File: config.mk
export PLATFORM = sky130hd
export DESIGN_NAME = router_pkt_receiver
export DESIGN_NICKNAME = d
export VERILOG_FILES = /design/src/rtl/router_pkt_receiver.sv
export SDC_FILE = /design/constraint.sdc
export NUM_CORES = 1
export LEC_CHECK = 0
export ABC_AREA = 1
export CORE_ASPECT_RATIO = 0.6
export CORE_MARGIN = 2
export CORE_UTILIZATION = 45
export CTS_BUF_LIST = sky130_fd_sc_hd__clkbuf_8
export DETAILED_ROUTE_END_ITERATION = 6
export PLACE_DENSITY = 0.68
export SETUP_SLACK_MARGIN = 0.1
export SLEW_MARGIN = 20
export SYNTH_ARGS = -nofsm -noshare
export SYNTH_HDL_FRONTEND = slang
export SYNTH_SLANG_ARGS = --single-unit
export TNS_END_PERCENT = 5
File: constraint.sdc
create_clock -name clock -period 5.1 [get_ports clock]
set_input_delay 0.765 -clock clock [delete_from_list [all_inputs] [get_ports clock]]
set_output_delay 0.765 -clock clock [all_outputs]
set_load 0.01 [all_outputs]
File: src/rtl/router_pkt_receiver.sv
// Router output-port consumer: reads one packet at a time from the router FIFO,
// forwards header/payload bytes with sop/eop markers, checks parity and counts packets/errors.
module router_pkt_receiver #(
  parameter int unsigned TIMEOUT = 64
) (
  input  logic        clock,
  input  logic        reset,
  input  logic        vld_out,
  input  logic [7:0]  data_out,
  input  logic        sink_ready,
  output logic        read_enb,
  output logic [7:0]  pkt_byte,
  output logic        pkt_byte_valid,
  output logic        pkt_sop,
  output logic        pkt_eop,
  output logic        pkt_done,
  output logic [5:0]  pkt_len,
  output logic [1:0]  pkt_addr,
  output logic        parity_ok,
  output logic        pkt_abort,
  output logic [15:0] pkt_count,
  output logic [15:0] err_count
);

  localparam logic [1:0] S_IDLE = 2'd0;
  localparam logic [1:0] S_HDR  = 2'd1;
  localparam logic [1:0] S_BODY = 2'd2;
  localparam logic [1:0] S_DONE = 2'd3;

  localparam logic [7:0]  WD_LIMIT = 8'(TIMEOUT);
  localparam logic [15:0] CNT_MAX  = 16'hFFFF;

  logic [1:0]  state_q, state_d;
  logic [6:0]  rd_left_q, rd_left_d;
  logic [6:0]  cap_left_q, cap_left_d;
  logic        rd_pend_q, rd_pend_d;
  logic [7:0]  acc_q, acc_d;
  logic [7:0]  wd_q, wd_d;
  logic [7:0]  byte_q, byte_d;
  logic        valid_q, valid_d;
  logic        sop_q, sop_d;
  logic        eop_q, eop_d;
  logic        done_q, done_d;
  logic        abort_q, abort_d;
  logic        pok_q, pok_d;
  logic [5:0]  len_q, len_d;
  logic [1:0]  addr_q, addr_d;
  logic [15:0] pcnt_q, pcnt_d;
  logic [15:0] ecnt_q, ecnt_d;
  logic [7:0]  wd_inc;

  // Next-state, datapath and read-strobe logic
  always_comb begin
    state_d    = state_q;
    rd_left_d  = rd_left_q;
    cap_left_d = cap_left_q;
    acc_d      = acc_q;
    wd_d       = wd_q;
    byte_d     = byte_q;
    valid_d    = 1'b0;
    sop_d      = 1'b0;
    eop_d      = 1'b0;
    done_d     = 1'b0;
    abort_d    = 1'b0;
    pok_d      = 1'b0;
    len_d      = len_q;
    addr_d     = addr_q;
    pcnt_d     = pcnt_q;
    ecnt_d     = ecnt_q;
    read_enb   = 1'b0;
    wd_inc     = wd_q + 8'd1;

    case (state_q)
      S_IDLE: begin
        wd_d     = 8'd0;
        read_enb = vld_out & sink_ready;
        if (read_enb) state_d = S_HDR;
      end
      S_HDR: begin
        len_d      = data_out[7:2];
        addr_d     = data_out[1:0];
        acc_d      = data_out;
        rd_left_d  = 7'({1'b0, data_out[7:2]}) + 7'd1;
        cap_left_d = 7'({1'b0, data_out[7:2]}) + 7'd1;
        byte_d     = data_out;
        valid_d    = 1'b1;
        sop_d      = 1'b1;
        eop_d      = (data_out[7:2] == 6'd0);
        wd_d       = 8'd0;
        state_d    = S_BODY;
      end
      S_BODY: begin
        if (rd_pend_q) begin
          wd_d       = 8'd0;
          cap_left_d = cap_left_q - 7'd1;
          if (cap_left_q == 7'd1) begin
            // Parity byte: compare only, never forwarded
            done_d  = 1'b1;
            pok_d   = (acc_q == data_out);
            state_d = S_DONE;
            if (acc_q == data_out) begin
              if (pcnt_q != CNT_MAX) pcnt_d = pcnt_q + 16'd1;
            end else begin
              if (ecnt_q != CNT_MAX) ecnt_d = ecnt_q + 16'd1;
            end
          end else begin
            acc_d   = acc_q ^ data_out;
            byte_d  = data_out;
            valid_d = 1'b1;
            eop_d   = (cap_left_q == 7'd2);
          end
        end else if (wd_inc >= WD_LIMIT) begin
          abort_d = 1'b1;
          wd_d    = 8'd0;
          state_d = S_IDLE;
          if (ecnt_q != CNT_MAX) ecnt_d = ecnt_q + 16'd1;
        end else begin
          wd_d = wd_inc;
        end
        if (!abort_d) begin
          read_enb = (rd_left_q != 7'd0) & vld_out & sink_ready;
          if (read_enb) rd_left_d = rd_left_q - 7'd1;
        end
      end
      default: begin
        state_d = S_IDLE;
      end
    endcase

    rd_pend_d = read_enb & (state_q == S_BODY);
  end

  // State and output registers
  always_ff @(posedge clock) begin
    if (reset) begin
      state_q    <= S_IDLE;
      rd_left_q  <= 7'd0;
      cap_left_q <= 7'd0;
      rd_pend_q  <= 1'b0;
      acc_q      <= 8'd0;
      wd_q       <= 8'd0;
      byte_q     <= 8'd0;
      valid_q    <= 1'b0;
      sop_q      <= 1'b0;
      eop_q      <= 1'b0;
      done_q     <= 1'b0;
      abort_q    <= 1'b0;
      pok_q      <= 1'b0;
      len_q      <= 6'd0;
      addr_q     <= 2'd0;
      pcnt_q     <= 16'd0;
      ecnt_q     <= 16'd0;
    end else begin
      state_q    <= state_d;
      rd_left_q  <= rd_left_d;
      cap_left_q <= cap_left_d;
      rd_pend_q  <= rd_pend_d;
      acc_q      <= acc_d;
      wd_q       <= wd_d;
      byte_q     <= byte_d;
      valid_q    <= valid_d;
      sop_q      <= sop_d;
      eop_q      <= eop_d;
      done_q     <= done_d;
      abort_q    <= abort_d;
      pok_q      <= pok_d;
      len_q      <= len_d;
      addr_q     <= addr_d;
      pcnt_q     <= pcnt_d;
      ecnt_q     <= ecnt_d;
    end
  end

  assign pkt_byte       = byte_q;
  assign pkt_byte_valid = valid_q;
  assign pkt_sop        = sop_q;
  assign pkt_eop        = eop_q;
  assign pkt_done       = done_q;
  assign pkt_abort      = abort_q;
  assign parity_ok      = pok_q;
  assign pkt_len        = len_q;
  assign pkt_addr       = addr_q;
  assign pkt_count      = pcnt_q;
  assign err_count      = ecnt_q;

endmodule

Word level (Yosys, flattened, before mapping)
Index checks and enable logic that the tools add are counted.
- flip-flop bits (word level): 87
- bits in latches: 0
- bits in writable memories: 0
- memory bits (read-only): 0
- logic and storage cells: 101
- memories kept: 0
- add/subtract/negate cells: 6
- $mul: 0
- divide/modulo/power cells: 0
- order comparisons: 1
- equal/unequal tests: 16
- shift-type cells: 0
- muxes and demuxes: 37
- bitwise logic cells: 8
- reduce and logical (&&, ||, !) cells: 16
- operators by type and width (operator ; count):
    $mux W16 ; 5
    $mux W8 ; 6
    $pmux W8 S2 ; 3
    $add A16 B1 Y16 const B ; 2
    $ne A16 B16 Y1 const B ; 2
    $pmux W7 S2 ; 2
    $mux W7 ; 3
    $sub A7 B1 Y7 const B ; 2
    $ne A2 B2 Y1 const B ; 6
    $mux W1 ; 10
    $reduce_and A3 Y1 ; 3
    $add A8 B1 Y8 const B ; 1
    $eq A8 B8 Y1 ; 1
    $ge A8 B7 Y1 const B ; 1
    $mux W2 ; 4
    $xor A8 B8 Y8 ; 1
    $add A6 B1 Y7 const B ; 1
    $eq A7 B1 Y1 const B ; 1
    $eq A7 B2 Y1 const B ; 1
    $reduce_bool A7 Y1 ; 1
    $logic_not A6 Y1 ; 1
    $ne A3 B3 Y1 const B ; 2
    $pmux W1 S2 ; 3
    $pmux W2 S3 ; 1
    13 further kinds ; 21

Longest topological paths before layout
- depth after elaboration: 8
- depth in mapped cells: 14

Worst setup path before layout
OpenSTA, ideal clock, no wires.
- path type: register to output
- start: register wd_q[0]
- end: output port read_enb
- arrival time: 1.319 ns
- data required time: 4.335 ns
- path slack: 3.016 ns
- stages on the path, launching flop included: 10
- path buffers: 0
- cell sequence: dfxtp_1 -> ha_1 -> nand2_1 -> nor2_2 -> nand2_1 -> nand2_1 -> nand2_2 -> o21ai_1 -> nand2_1 -> o21ai_0
- word-level cells in the longest chain between the ends: 7
- ends and longest elaborated chain (element ; RTL line ; RTL):
    from (decl) ; 38 ; logic [7:0] wd_q, wd_d;
    from (signal assigned) ; 159 ; wd_q <= wd_d;
    $add A8 B1 Y8 ; 71 ; wd_inc = wd_q + 8'd1;
    $ge A8 B7 Y1 ; 112 ; end else if (wd_inc >= WD_LIMIT) begin
    $mux W1 ; 112 ;
    $mux W1 ; 93 ; if (rd_pend_q) begin
    $mux W1 ; 73 ; case (state_q)
    $mux W1 ; 120 ; if (!abort_d) begin
    $pmux W1 S2 ; 73 ;
    to (decl) ; 11 ; output logic read_enb,
Every way passes these cells. The select of a mux whose other input is x is not followed.

Final worst setup path
- start: register state_q[0]
- end: output port read_enb
- word-level cells in the longest chain between the ends: 2
- elaborated cells between the ends (all ways): 3
- those cells by class: 1 x eq/ne; 1 x mux; 1 x reduce/logical
- ends and longest elaborated chain (element ; RTL line ; RTL):
    from (decl) ; 33 ; logic [1:0] state_q, state_d;
    from (signal assigned) ; 154 ; state_q <= state_d;
    $eq A2 B2 Y1 or $logic_not A2 Y1 (tied branches) ; 73 ;
    $pmux W1 S2 * ; 73 ;
Mark *: on every way between the ends. The rest lies on a longest branch, timed or not.

==> flow_metrics.py <==
metrics = {
    "die": {
        "floorplan.initialDensity_pct": 46.6,
        "dieWidth_um": 135,
        "die_area_um2": 11100,
        "placement_rows": 28,
        "die_h_um": 82.5,
        "io_pins": 67,
        "core_area_um2": 9910,
    },
    "cts": {
        "post-cts-setup-buffers": 0,
        "postCtsResizedCells": 0,
        "cts_tree": "yes",
        "clkSlewWorstSetupHoldPaths_ps": 90,
        "clock_latency_ps": 370,
        "clock_sinks": 87,
        "numCtsBuffers": 9,
        "hold_buffers": 0,
        "cts_root_buf": "clkbuf_8",
        "clk_path_buf_depth": 2,
        "h-tree-depth": 3,
    },
    "synth": {
        "synth_top_family_by_area": "simple AND/OR/NAND/NOR gates",
        "avgSynthCellArea_um2": 6.79,
        "netlist_area_um2": 4620,
        "syn_inst": 681,
        "synthAdderAreaFrac_pct": 3.52,
        "synthTopCellsByArea": "dfxtp_1, nand2_1, nor2_1, a21oi_1, nand3_1",
        "muxShareOfSynthArea_pct": 0,
        "ys.flop_type": "dfxtp_1",
        "synth-seq-cells": 87,
        "synth_warnings": 0,
        "synthArstFlopShare_pct": 0,
        "synth_xor_area_share_pct": 4.17,
        "synth_edf_count": 0,
        "synth_top_cell_area_share_pct": 37.7,
        "syn-num-nets": 706,
        "yosysSeqAreaShare_pct": 37.7,
        "ys_types": 35,
        "synthSimpleGateAreaFrac_pct": 34.0,
        "synth_top_cell_by_area": "dfxtp_1",
        "synth_compound_area_share_pct": 13.0,
    },
    "timing": {
        "fin_ws_ps": 1760,
        "setup_viol": 0,
        "slew_violations": 0,
        "finalHoldViolCount": 0,
        "relSlewSlack_pct": 31.6,
        "setup_tns_ps": 0,
        "period_needed_ps": 3340,
        "rsz0062_at_grt": "false",
        "max_slew.worst_pin.slew_ps": 1030,
        "max_freq_mhz": 299,
        "post-route-period-util_pct": 65.5,
        "finClkSkew_ps": 10.8,
    },
    "layout": {
        "nets": 766,
        "final_area_um2": 5580,
        "antennaDiodeCount": 0,
        "utilization_pct": 56.3,
        "drive_gt1_share_pct": 5.63,
        "syn_to_final_growth_pct": 20.8,
    },
    "worst_setup_path": {
        "reg2reg_from": "state_q[1]",
        "r2r_slack_ps": 2780,
        "cp.required_ps": 4340,
        "endpoint_kind": "primary output",
        "arrival_ps": 2580,
        "cp_max_fo": 20,
        "r2r_cells": 8,
        "start_kind": "register",
        "critPathKind": "register to primary output",
        "reg2reg_to": "cap_left_q[6]",
    },
    "job": {
        "cap_violations": 0,
    },
    "hold_path": {
        "worstHoldPathCells": 2,
        "min_path_type": "register to register",
        "hold_end": "wd_q[7]",
        "hold_start": "wd_q[7]",
    },
    "drt": {
        "firstDrtPassIters": 5,
        "num_vias": 4705,
        "routed_wl_um": 12500,
        "drt_iter0_drc": 391,
        "drc_errors": 0,
        "via_per_inst": 5.34,
        "wl_per_cell_um": 14.2,
        "antenna_left": 0,
    },
    "placement": {
        "gp_congestion": 0.908,
        "hpwlAfterDp_um": 8920,
        "placed_area_um2": 5370,
        "port_buffers": 66,
        "dp_slack_ps": 1960,
    },
    "global_route": {
        "grt_max_degree": 36,
        "grt_pass1_vias": 4243,
        "overflow": 0,
        "grt_pass1_wl_um": 20700,
        "gr-usage-all-layers_pct": 23.5,
        "antenna_found_initial": 0,
    },
    "power_and_ir_drop": {
        "p_leak_nw": 2.16,
        "p_per_area_nw_per_um2": 411,
        "power_mw": 2.29,
        "ir_drop_mv": 0.255,
    },
    "outcome": {
        "outcome": "complete, no violations",
    },
}
layout by cell type, fill, tap and decap left out, types with 2 or more instances in the layout:
cell type,n
xnor2_1,8
buf_4,4
clkbuf_8,9
o21ai_1,5
clkinvlp_4,2
clkinv_2,2
o211ai_1,2
inv_2,3
nand3_1,56
nand2_2,5
nand2_1,157
bufinv_16,2
nor4_1,2
o22ai_1,2
or2_2,2
inv_1,61
ha_1,13
a21oi_1,60
nor2_1,94
xor2_1,14
a31oi_1,2
dfxtp_1,87
o21ai_0,42
nor2_4,4
nand3_2,4
nand4_1,15
nor2_2,2
nor3_1,14
clkdlybuf4s50_1,66
power by group:
group / internal (mW) / total (mW) / switching, mW
clock network: 0.272 / 0.533 / 0.261
registers: 0.811 / 0.901 / 0.0903
logic: 0.318 / 0.859 / 0.541
stage by stage:
step | hold slack (ps) | std cells
global route | 497 | 881
detailed placement | 446 | 865
floorplan | 431 | 681
finish | 457 | 881
global placement | 447 | 865
CTS | 458 | 881
per-layer routing:
layer  track usage (%)  wire (um)
met5                 0          0
met3              6.17        855
met4              5.05        104
met1              34.0       6310
met2              35.1       5220
flip-flops by register name, indices dropped and copies added (netlist names), 2 cells and up:
name        count
state_q         2
rd_left_q       7
wd_q            8
pkt_addr        2
pkt_count      16
pkt_byte        8
acc_q           8
pkt_len         6
err_count      16
cap_left_q      7
kinds of logic after synthesis:
kind of cell / Yosys count
adders and majority gates: 13
AOI/OAI and AO/OA: 116
and+or+nand+nor: 359
buffers and inverters: 84
DFF: 87
xor gates and xnor gates: 22
cell type report:
type | instances | area [um^2]
sequential | 87 | 1740
fill | 895 | 4330
clock buffer | 9 | 124
tap | 135 | 169
inverter | 63 | 236
timing repair buffer | 70 | 691
clock inverter | 7 | 88.8
multi-input combinational | 510 | 2530
synthesized netlist by cell type, types with 3 or more instances:
cell type	instances
nand2_1	157
nor2_1	94
dfxtp_1	87
a21oi_1	60
inv_1	60
nand3_1	56
o21ai_0	42
nand4_1	15
nor3_1	14
xor2_1	14
ha_1	13
clkbuf_1	9
xnor2_1	8
buf_2	6
nand2_2	5
o21ai_1	5
nand3_2	4
nor2_4	4
buf_6	3
inv_2	3
worst max-delay path by stage:
stage               start       end  slack (ps)  cells after the start
2_1_floorplan     wd_q[0]  read_enb        3020                      9
4_1_cts        state_q[0]  read_enb        1770                      7
3_3_place_gp      vld_out  read_enb        1940                      6
5_1_grt           wd_q[0]  read_enb        1570                     10
6_report       state_q[0]  read_enb        1760                      7
3_5_place_dp   sink_ready  read_enb        1960                      6
worst max-delay path: stages (launching register included):
cell and delay [ps]:
dfxtp_1 410, inv_1 100, ha_1 210, inv_1 580, nor3b_1 120, nand2_1 130
o21ai_0 130, clkdlybuf4s50_1 520
No activity file was read; power rests on OpenSTA's default activity.
